==> src/rtl/key_arb_pkg.sv <==
// Shared types and default sizing for the key arbiter.
package key_arb_pkg;

  localparam int N_DEF  = 4;
  localparam int KW_DEF = 4;

  typedef enum logic [1:0] {
    IDLE  = 2'd0,
    GRANT = 2'd1,
    WAIT  = 2'd2
  } arb_state_t;

endpackage

==> src/rtl/key_arbiter_rr_picker.sv <==
// Combinational round-robin picker: first set request at or after ptr, wrapping mod N.
module rr_picker #(
  parameter int N  = 4,
  parameter int IW = 2
) (
  input  logic [N-1:0]  req,
  input  logic [IW-1:0] ptr,
  output logic          valid,
  output logic [IW-1:0] idx
);

  logic [N-1:0] rot;
  logic [IW:0]  sum;

  // Rotate requests so bit k is requester (ptr+k) mod N; scan high to low so the lowest k wins.
  always_comb begin
    rot   = N'({req, req} >> ptr);
    valid = |req;
    idx   = '0;
    sum   = '0;
    for (int k = N - 1; k >= 0; k--) begin
      if (rot[k]) begin
        sum = {1'b0, ptr} + (IW + 1)'(k);
        if (sum >= (IW + 1)'(N)) begin
          sum = sum - (IW + 1)'(N);
        end
        idx = sum[IW-1:0];
      end
    end
  end

endmodule

==> src/rtl/key_arbiter.sv <==
// Round-robin arbiter sharing one req/key/ack consumer among N producers.
// All outputs come straight from flops, breaking any producer/consumer comb loop.
module key_arbiter
  import key_arb_pkg::*;
#(
  parameter int N  = N_DEF,
  parameter int KW = KW_DEF,
  parameter int IW = (N > 1) ? $clog2(N) : 1
) (
  input  logic            clk,
  input  logic            rst,
  input  logic [N-1:0]    up_req,
  input  logic [N*KW-1:0] up_key,
  output logic [N-1:0]    up_ack,
  output logic            dn_req,
  output logic [KW-1:0]   dn_key,
  output logic [IW-1:0]   dn_src,
  input  logic            dn_ack,
  output logic            busy
);

  arb_state_t    state;
  logic [IW-1:0] rr_ptr;
  logic [IW-1:0] next_ptr;
  logic          pick_valid;
  logic [IW-1:0] pick_idx;
  logic [KW-1:0] pick_key;
  logic [N-1:0]  pick_onehot;

  rr_picker #(
    .N  (N),
    .IW (IW)
  ) u_picker (
    .req   (up_req),
    .ptr   (rr_ptr),
    .valid (pick_valid),
    .idx   (pick_idx)
  );

  // Select the winner's key and build its one-hot ack pattern.
  always_comb begin
    pick_key    = '0;
    pick_onehot = '0;
    for (int i = 0; i < N; i++) begin
      if (pick_idx == IW'(i)) begin
        pick_key       = up_key[i*KW +: KW];
        pick_onehot[i] = 1'b1;
      end
    end
  end

  // Pointer advances past the owner, wrapping explicitly for non-power-of-2 N.
  always_comb begin
    next_ptr = (dn_src == IW'(N - 1)) ? '0 : dn_src + IW'(1);
  end

  // FSM with registered outputs decoded from the next state.
  always_ff @(posedge clk or negedge rst) begin
    if (!rst) begin
      state  <= IDLE;
      rr_ptr <= '0;
      up_ack <= '0;
      dn_req <= 1'b0;
      dn_key <= '0;
      dn_src <= '0;
      busy   <= 1'b0;
    end else begin
      case (state)
        IDLE: begin
          // Key is sampled while up_ack is low, i.e. the pre-advance key.
          if (pick_valid) begin
            dn_key <= pick_key;
            dn_src <= pick_idx;
            up_ack <= pick_onehot;
            dn_req <= 1'b1;
            busy   <= 1'b1;
            state  <= GRANT;
          end
        end
        GRANT: begin
          up_ack <= '0;
          rr_ptr <= next_ptr;
          if (dn_ack) begin
            dn_req <= 1'b0;
            busy   <= 1'b0;
            state  <= IDLE;
          end else begin
            state  <= WAIT;
          end
        end
        WAIT: begin
          if (dn_ack) begin
            dn_req <= 1'b0;
            busy   <= 1'b0;
            state  <= IDLE;
          end
        end
        default: begin
          up_ack <= '0;
          dn_req <= 1'b0;
          busy   <= 1'b0;
          state  <= IDLE;
        end
      endcase
    end
  end

endmodule
==> config.mk <==
export PLATFORM = sky130hd
export DESIGN_NAME = key_arbiter
export DESIGN_NICKNAME = d
export VERILOG_FILES = /design/src/rtl/key_arb_pkg.sv /design/src/rtl/key_arbiter_rr_picker.sv /design/src/rtl/key_arbiter.sv
export SDC_FILE = /design/constraint.sdc
export NUM_CORES = 1
export LEC_CHECK = 0
export ABC_AREA = 1
export CAP_MARGIN = 20
export CELL_PAD_IN_SITES_DETAIL_PLACEMENT = 0
export CELL_PAD_IN_SITES_GLOBAL_PLACEMENT = 1
export CORE_MARGIN = 5
export CORE_UTILIZATION = 31
export CTS_BUF_LIST = sky130_fd_sc_hd__clkbuf_16
export DETAILED_ROUTE_END_ITERATION = 16
export GPL_TIMING_DRIVEN = 0
export MAX_ROUTING_LAYER = met4
export PLACE_DENSITY_LB_ADDON = 0.1
export SLEW_MARGIN = 20
export SYNTH_ARGS = -nofsm -noshare
export SYNTH_HDL_FRONTEND = slang
export SYNTH_SLANG_ARGS = --single-unit
==> constraint.sdc <==
create_clock -name clk -period 1.9 [get_ports clk]
set_clock_uncertainty 0.2 [all_clocks]
set_input_delay 0.38 -clock clk [delete_from_list [all_inputs] [get_ports clk]]
set_output_delay 0.38 -clock clk [all_outputs]
set_load 0.005 [all_outputs]
### After elaboration in Yosys (flattened, before gate mapping)

Index checks and enable logic that the tools add are counted.

| operators by class | value |
|---|---|
| add/subtract/negate cells | 8 |
| magnitude comparators | 4 |
| equality and inequality tests | 9 |
| shifts and indexed selects | 1 |
| muxes and demuxes | 26 |
| bitwise gates (word level) | 1 |
| reduce and logical (&&, ||, !) cells | 8 |

Operators with widths:

| kind | count |
|---|---|
| $mux 2 | 12 |
| $mux 4 | 5 |
| $ge 3x3->1 const B | 3 |
| $eq 2x2->1 const B | 4 |
| $pmux 4 s2 | 1 |
| $reduce_and 2->1 | 4 |
| $shr 8x2->4 | 1 |
| $sub 2x1->2 const B | 4 |
| $add 2x2->3 const B | 2 |
| $mux 1 | 6 |
| $pmux 2 s3 | 1 |
| $eq 2x1->1 const B | 2 |
| $logic_not 2->1 | 2 |
| $ne 2x2->1 const B | 2 |
| $reduce_or 4->1 | 1 |
| $add 2x1->3 const B | 1 |
| $ge 2x3->1 const B | 1 |
| $add 2x1->2 const B | 1 |
| $ne 2x1->1 const B | 1 |
| $pmux 1 s2 | 1 |
| $reduce_or 2->1 | 1 |
| $not 1->1 | 1 |

| storage, ports and cells | value |
|---|---|
| register bits after elaboration | 15 |
| bits of input ports | 23 |
| word-level logic and storage cells | 63 |

### Depth between registers and ports, before layout

| logic depth | value |
|---|---|
| depth after elaboration | 12 |
| gate-level depth with buffers | 16 |
| gate-level depth less buffers | 14 |

### Hierarchy

A second synthesis with hierarchy kept.

| unflattened totals | value |
|---|---|
| cells, all modules | 149 |
| area, all modules | 1069.8 um2 |

By module, submodules not included:

| module | times used | cells each | area an instance (um2) | seq. area each (um2) |
|---|---|---|---|---|
| key_arbiter | 1 | 102 | 832.0 | 375.4 |
| rr_picker | 1 | 47 | 237.7 | 0.0 |

### Worst setup path after synthesis

No wires, ideal clock.

| path | value |
|---|---|
| kind | reg2reg |
| start | register rr_ptr[0] |
| end | register dn_key[0] |
| setup time | 0.116 ns |
| arrival time | 1.445 ns |
| required time | 1.584 ns |
| setup slack | 0.139 ns |
| stages on the path, launching flop included | 15 |
| buffers on the path | 2 |
| clock period less this slack | 1.761 ns |
| path through | dfrtp_1 > buf_6 > inv_6 > nand2_1 > nand2_1 > nand2_1 > a21boi_1 > nand2_2 > nand2_2 > nand2_2 > buf_6 > o21ai_2 > nand3_1 > nand2_1 > nand2_1 |

| between the ends | value |
|---|---|
| cells in the longest elaborated chain, start to end | 12 |
| elaborated cells between the ends (all ways) | 28 |
| classes of those cells | add/sub: 7; order compare: 4; eq/ne: 3; shift: 1; mux: 12; reduce/logical: 1 |

Ends and longest elaborated chain:

| item | RTL line | RTL |
|---|---|---|
| start: declaration | key_arbiter.sv:23 | `logic [IW-1:0] rr_ptr;` |
| start signal: assignment | key_arbiter.sv:82 | `rr_ptr <= next_ptr;` |
| $add 2x2->3 | key_arbiter_rr_picker.sv:23 | `sum = {1'b0, ptr} + (IW + 1)'(k);` |
| $ge 3x3->1 / $sub 2x1->2 (equally long branches) | key_arbiter_rr_picker.sv:24, key_arbiter_rr_picker.sv:25 |  |
| $mux 2 | key_arbiter_rr_picker.sv:24 | `if (sum >= (IW + 1)'(N)) begin` |
| $mux 2 (3 in a row) | key_arbiter_rr_picker.sv:22 | `if (rot[k]) begin` |
| $mux 2 * | key_arbiter_rr_picker.sv:22 |  |
| $logic_not 2->1 | key_arbiter.sv:45 | `if (pick_idx == IW'(i)) begin` |
| $mux 4 (3 in a row) | key_arbiter.sv:45 |  |
| $mux 4 * | key_arbiter.sv:45 |  |
| end signal: assignment | key_arbiter.sv:72 | `dn_key <= pick_key;` |
| end: declaration | key_arbiter.sv:16 | `output logic [KW-1:0] dn_key,` |

Every way passes the cells marked *; elsewhere a longest branch is shown, timed or not.
A chain may end at the register's enable or synchronous reset.

### Worst setup path after layout

| path | value |
|---|---|
| start | register rr_ptr[0] |
| end | register dn_key[2] |

The elaborated chain is that of the path after synthesis.

==> metrics.md <==
| Metric | Value |
|---|---|
| Max cap viols | `0` |
| Max clock buf depth | `2` |
| I/O Pins | `35` |
| Finish-stage setup viols | `0` |
| Number of synthesized flops with an enable pin | `0` |
| Commonest non-fill, non-tap cell in the layout | `nand2_1` |
| CP cell instances | `buf_6 -> clkinv_8 -> nand2_4 -> nand3_2 -> nand2_2 -> inv_2 -> nand3_2 -> nand2_4 -> nand2_4 -> nand2_4 -> buf_6 -> nand3b_1 -> nand2_1 -> inv_1 -> nand2_1 -> nand2_1` |
| Crit-path max cell delay | `approximately 370 ps` |
| CTS root buf | `clkbuf_16` |
| Sink Count | `15` |
| Routed wire length | `between 2 and 3 mm` |
| CP endpoint kind | `register` |
| Clock transition at path regs | `50 ps` |
| Cell Area, Synth | `1070 µm²` |
| Final hold vios | `0` |
| Htree depth | `1` |
| Main area contributors after synthesis | `dfrtp_1 35%, nand2_1 19%, nand3_1 7.0%` |
| LEAKAGE | `0.836 nW` |
| All-Layer GR Usage | `0.140` |
| DR WL/cell | `12.4 µm` |
| Biggest area consumer among synthesized cells | `dfrtp_1` |
| Critical Path RT | `1830 ps` |
| Largest delay share family, worst path | `simple AND/OR/NAND/NOR gates` |
| Initial Util | `0.321` |
| CORE AREA | `3340 µm²` |
| Row Count | `21` |
| R2R cell count | `16` |
| Final weighted congestion in routability-driven placement | `0.754` |
| Pwr per Cell Area | `1910 nW/µm²` |
| IO Port Bufs | `34` |
| Remaining DRCs | `0` |
| First-pass GRT wire length | `between 4 and 5 mm` |
| Avg Cell Area, Syn | `7.15 µm²` |
| Final Max Tran Viols | `0` |
| Die area | `around 4700 µm²` |
| Slew margin rel. | `0.550` |
| Non-Filler Instances | `238` |
| ANT nets after route | `0` |
| Die W | `between 60 and 70 µm` |
| Worst hold path class | `reg2reg` |
| Critical path depth | `16` |
| CP most frequent cell | `nand2_4` |
| Hold Path Depth | `2` |
| Primary FF master, synth | `dfrtp_1` |
| Top-area cell type share of the netlist area | `0.350` |
| Placed insts | `230` |
| Most frequent cells in the layout | `36 x nand2_1, 30 x clkdlybuf4s50_1, 16 x inv_1` |
| Synthesis-to-layout area growth | `60.8%` |
| Synth unique cells | `21` |
| R2R setup slack | `20 ps` |
| Sequential share of the synthesized area | `0.350` |
| WP buf/inv | `5` |
| CP max stage cell | `dfrtp_1` |
| # nets final | `220` |
| Worst-Margin Slew | `674 ps` |
| Ys async rst share | `1.00` |
| Via Count | `~1100` |
| CP Launch Type | `register` |
| WS Path Type | `reg2reg` |
| Largest net degree at the start of global routing | `16` |
| Layout cell share with drive strength beyond 1 | `0.266` |
| Critical Path AT | `1820 ps` |
| Final worst path period need | `1880 ps` |
| Syn Inst Count | `150` |
| Worst skew pair latency | `240 ps` |
| Flops & latches, synth | `15` |
| Max Freq | `0.531 GHz` |
| Yosys warns | `0` |
| Overall power | `3.29 mW` |
| Syn_nets | `177` |
| Iteration-0 DRC Markers | `35` |
| Ant. Diodes | `0` |
| Antenna violations before repair | `0` |
| Peak VDD IR | `just under 0.0009 V` |
| Dpl hpwl | `approximately 2.2 mm` |
| Number of CTS-inserted buffers | `3` |
| Drt via density | `4.67` |
| CTS tree | `yes` |
| RSZ-0062 raised after global routing | `true` |
| CP Max Fanout | `7` |
| Chip height | `a little under 70 µm` |
| Run status | `completed` |
| Crit share post-route | `0.991` |
| Drt pass-1 iters | `4` |
| Vias in the first global route | `1115` |
| Global route overflow | `0` |
-- registers in the layout (all words and copies together) (netlist names) --
| signal | cells |
|---|---|
| dn_src | 2 |
| state | 2 |
| up_ack | 4 |
| rr_ptr | 2 |
| dn_key | 4 |
| busy | 1 |
-- where the power goes --
part	switching (mW)	internal, mW	total, mW	leakage, nW
sequential	0.121	0.473	0.594	0.189
clock	0.126	0.281	0.406	0.0409
combinational	1.28	1.01	2.29	0.606
total	1.53	1.77	3.29	0.836
-- what timing repair did --
| item | 4_1_cts | 5_1_grt |
|---|---|---|
| hold buffers | 0 | 0 |
| pin swaps | 8 | 16 |
| gates cloned | 2 | 0 |
| gates resized for setup | 14 | 33 |
| endpoints found under the setup margin | 8 | 10 |
| buffers inserted | 1 | 1 |
-- worst reg2reg max path, delay by kind of cell, from the launching register on --
kind	cells	cell delay [ps]
and+or+nand+nor	11	750
buffers and inverters	5	450
DFF	1	370
-- per-stage QoR --
| stage | worst slack [ps] | instance area, µm² | util | setup TNS (ps) | hold slack (ps) |
|---|---|---|---|---|---|
| after floorplan | 139 | 1070 | - | 0 | -116 |
| after global placement | -442 | 1470 | 0.441 | -4090 | 272 |
| after detailed placement | -455 | 1470 | 0.441 | -3930 | 273 |
| after CTS | 3.03 | 1590 | 0.477 | 0 | 287 |
| after global routing | -153 | 1720 | 0.517 | -659 | 303 |
| final | 17.3 | 1720 | 0.517 | 0 | 280 |
-- cell type report --
cell class                 instances  area [µm²]
clock inverter                     1        5.00
multi-input combinational        110         708
clock buffer                       3        75.1
inverter                          21        91.3
fill                             359        1610
tap                               46        57.6
sequential                        15         377
timing repair buffer              38         369
buffer                             4        41.3
-- synth_stat cells, types with 2 or more instances --
cell / number
dfrtp_1: 15
buf_6: 3
ha_1: 4
nor2_1: 5
nand3_2: 2
nand2_2: 6
nand3b_1: 4
o31ai_1: 4
o21ai_0: 11
inv_1: 17
inv_2: 3
nand3_1: 15
nand2_1: 53
-- worst paths after layout --
kind	to	start
setup / recovery	dn_key[2]$_DFFE_PN0P_	rr_ptr[0]$_DFFE_PN0P_
hold / removal	up_ack[2]$_DFFE_PN0P_	up_ack[2]$_DFFE_PN0P_
setup reg to reg	dn_key[2]$_DFFE_PN0P_	rr_ptr[0]$_DFFE_PN0P_
hold reg to reg	up_ack[2]$_DFFE_PN0P_	up_ack[2]$_DFFE_PN0P_
max in group asynchronous	rr_ptr[1]$_DFFE_PN0P_	rst
min in group asynchronous	dn_key[0]$_DFFE_PN0P_	rst
-- cell families after synthesis --
family,share of synthesized area
buffers and inverters,0.117
adder cells (fa/ha/maj),0.0467
AO/OA/AOI/OAI,0.118
flip-flops,0.350
AND/OR/NAND/NOR,0.361
XOR/XNOR,0.00817
-- layer usage --
layer,vias up,track usage,wire length [µm]
li1,565,-,-
met1,526,0.177,1380
met2,21,0.226,1470
met3,0,0.0389,112
met4,0,0.0219,0
met5,-,-,0
Note: power is estimated with default switching activity, not from simulation.
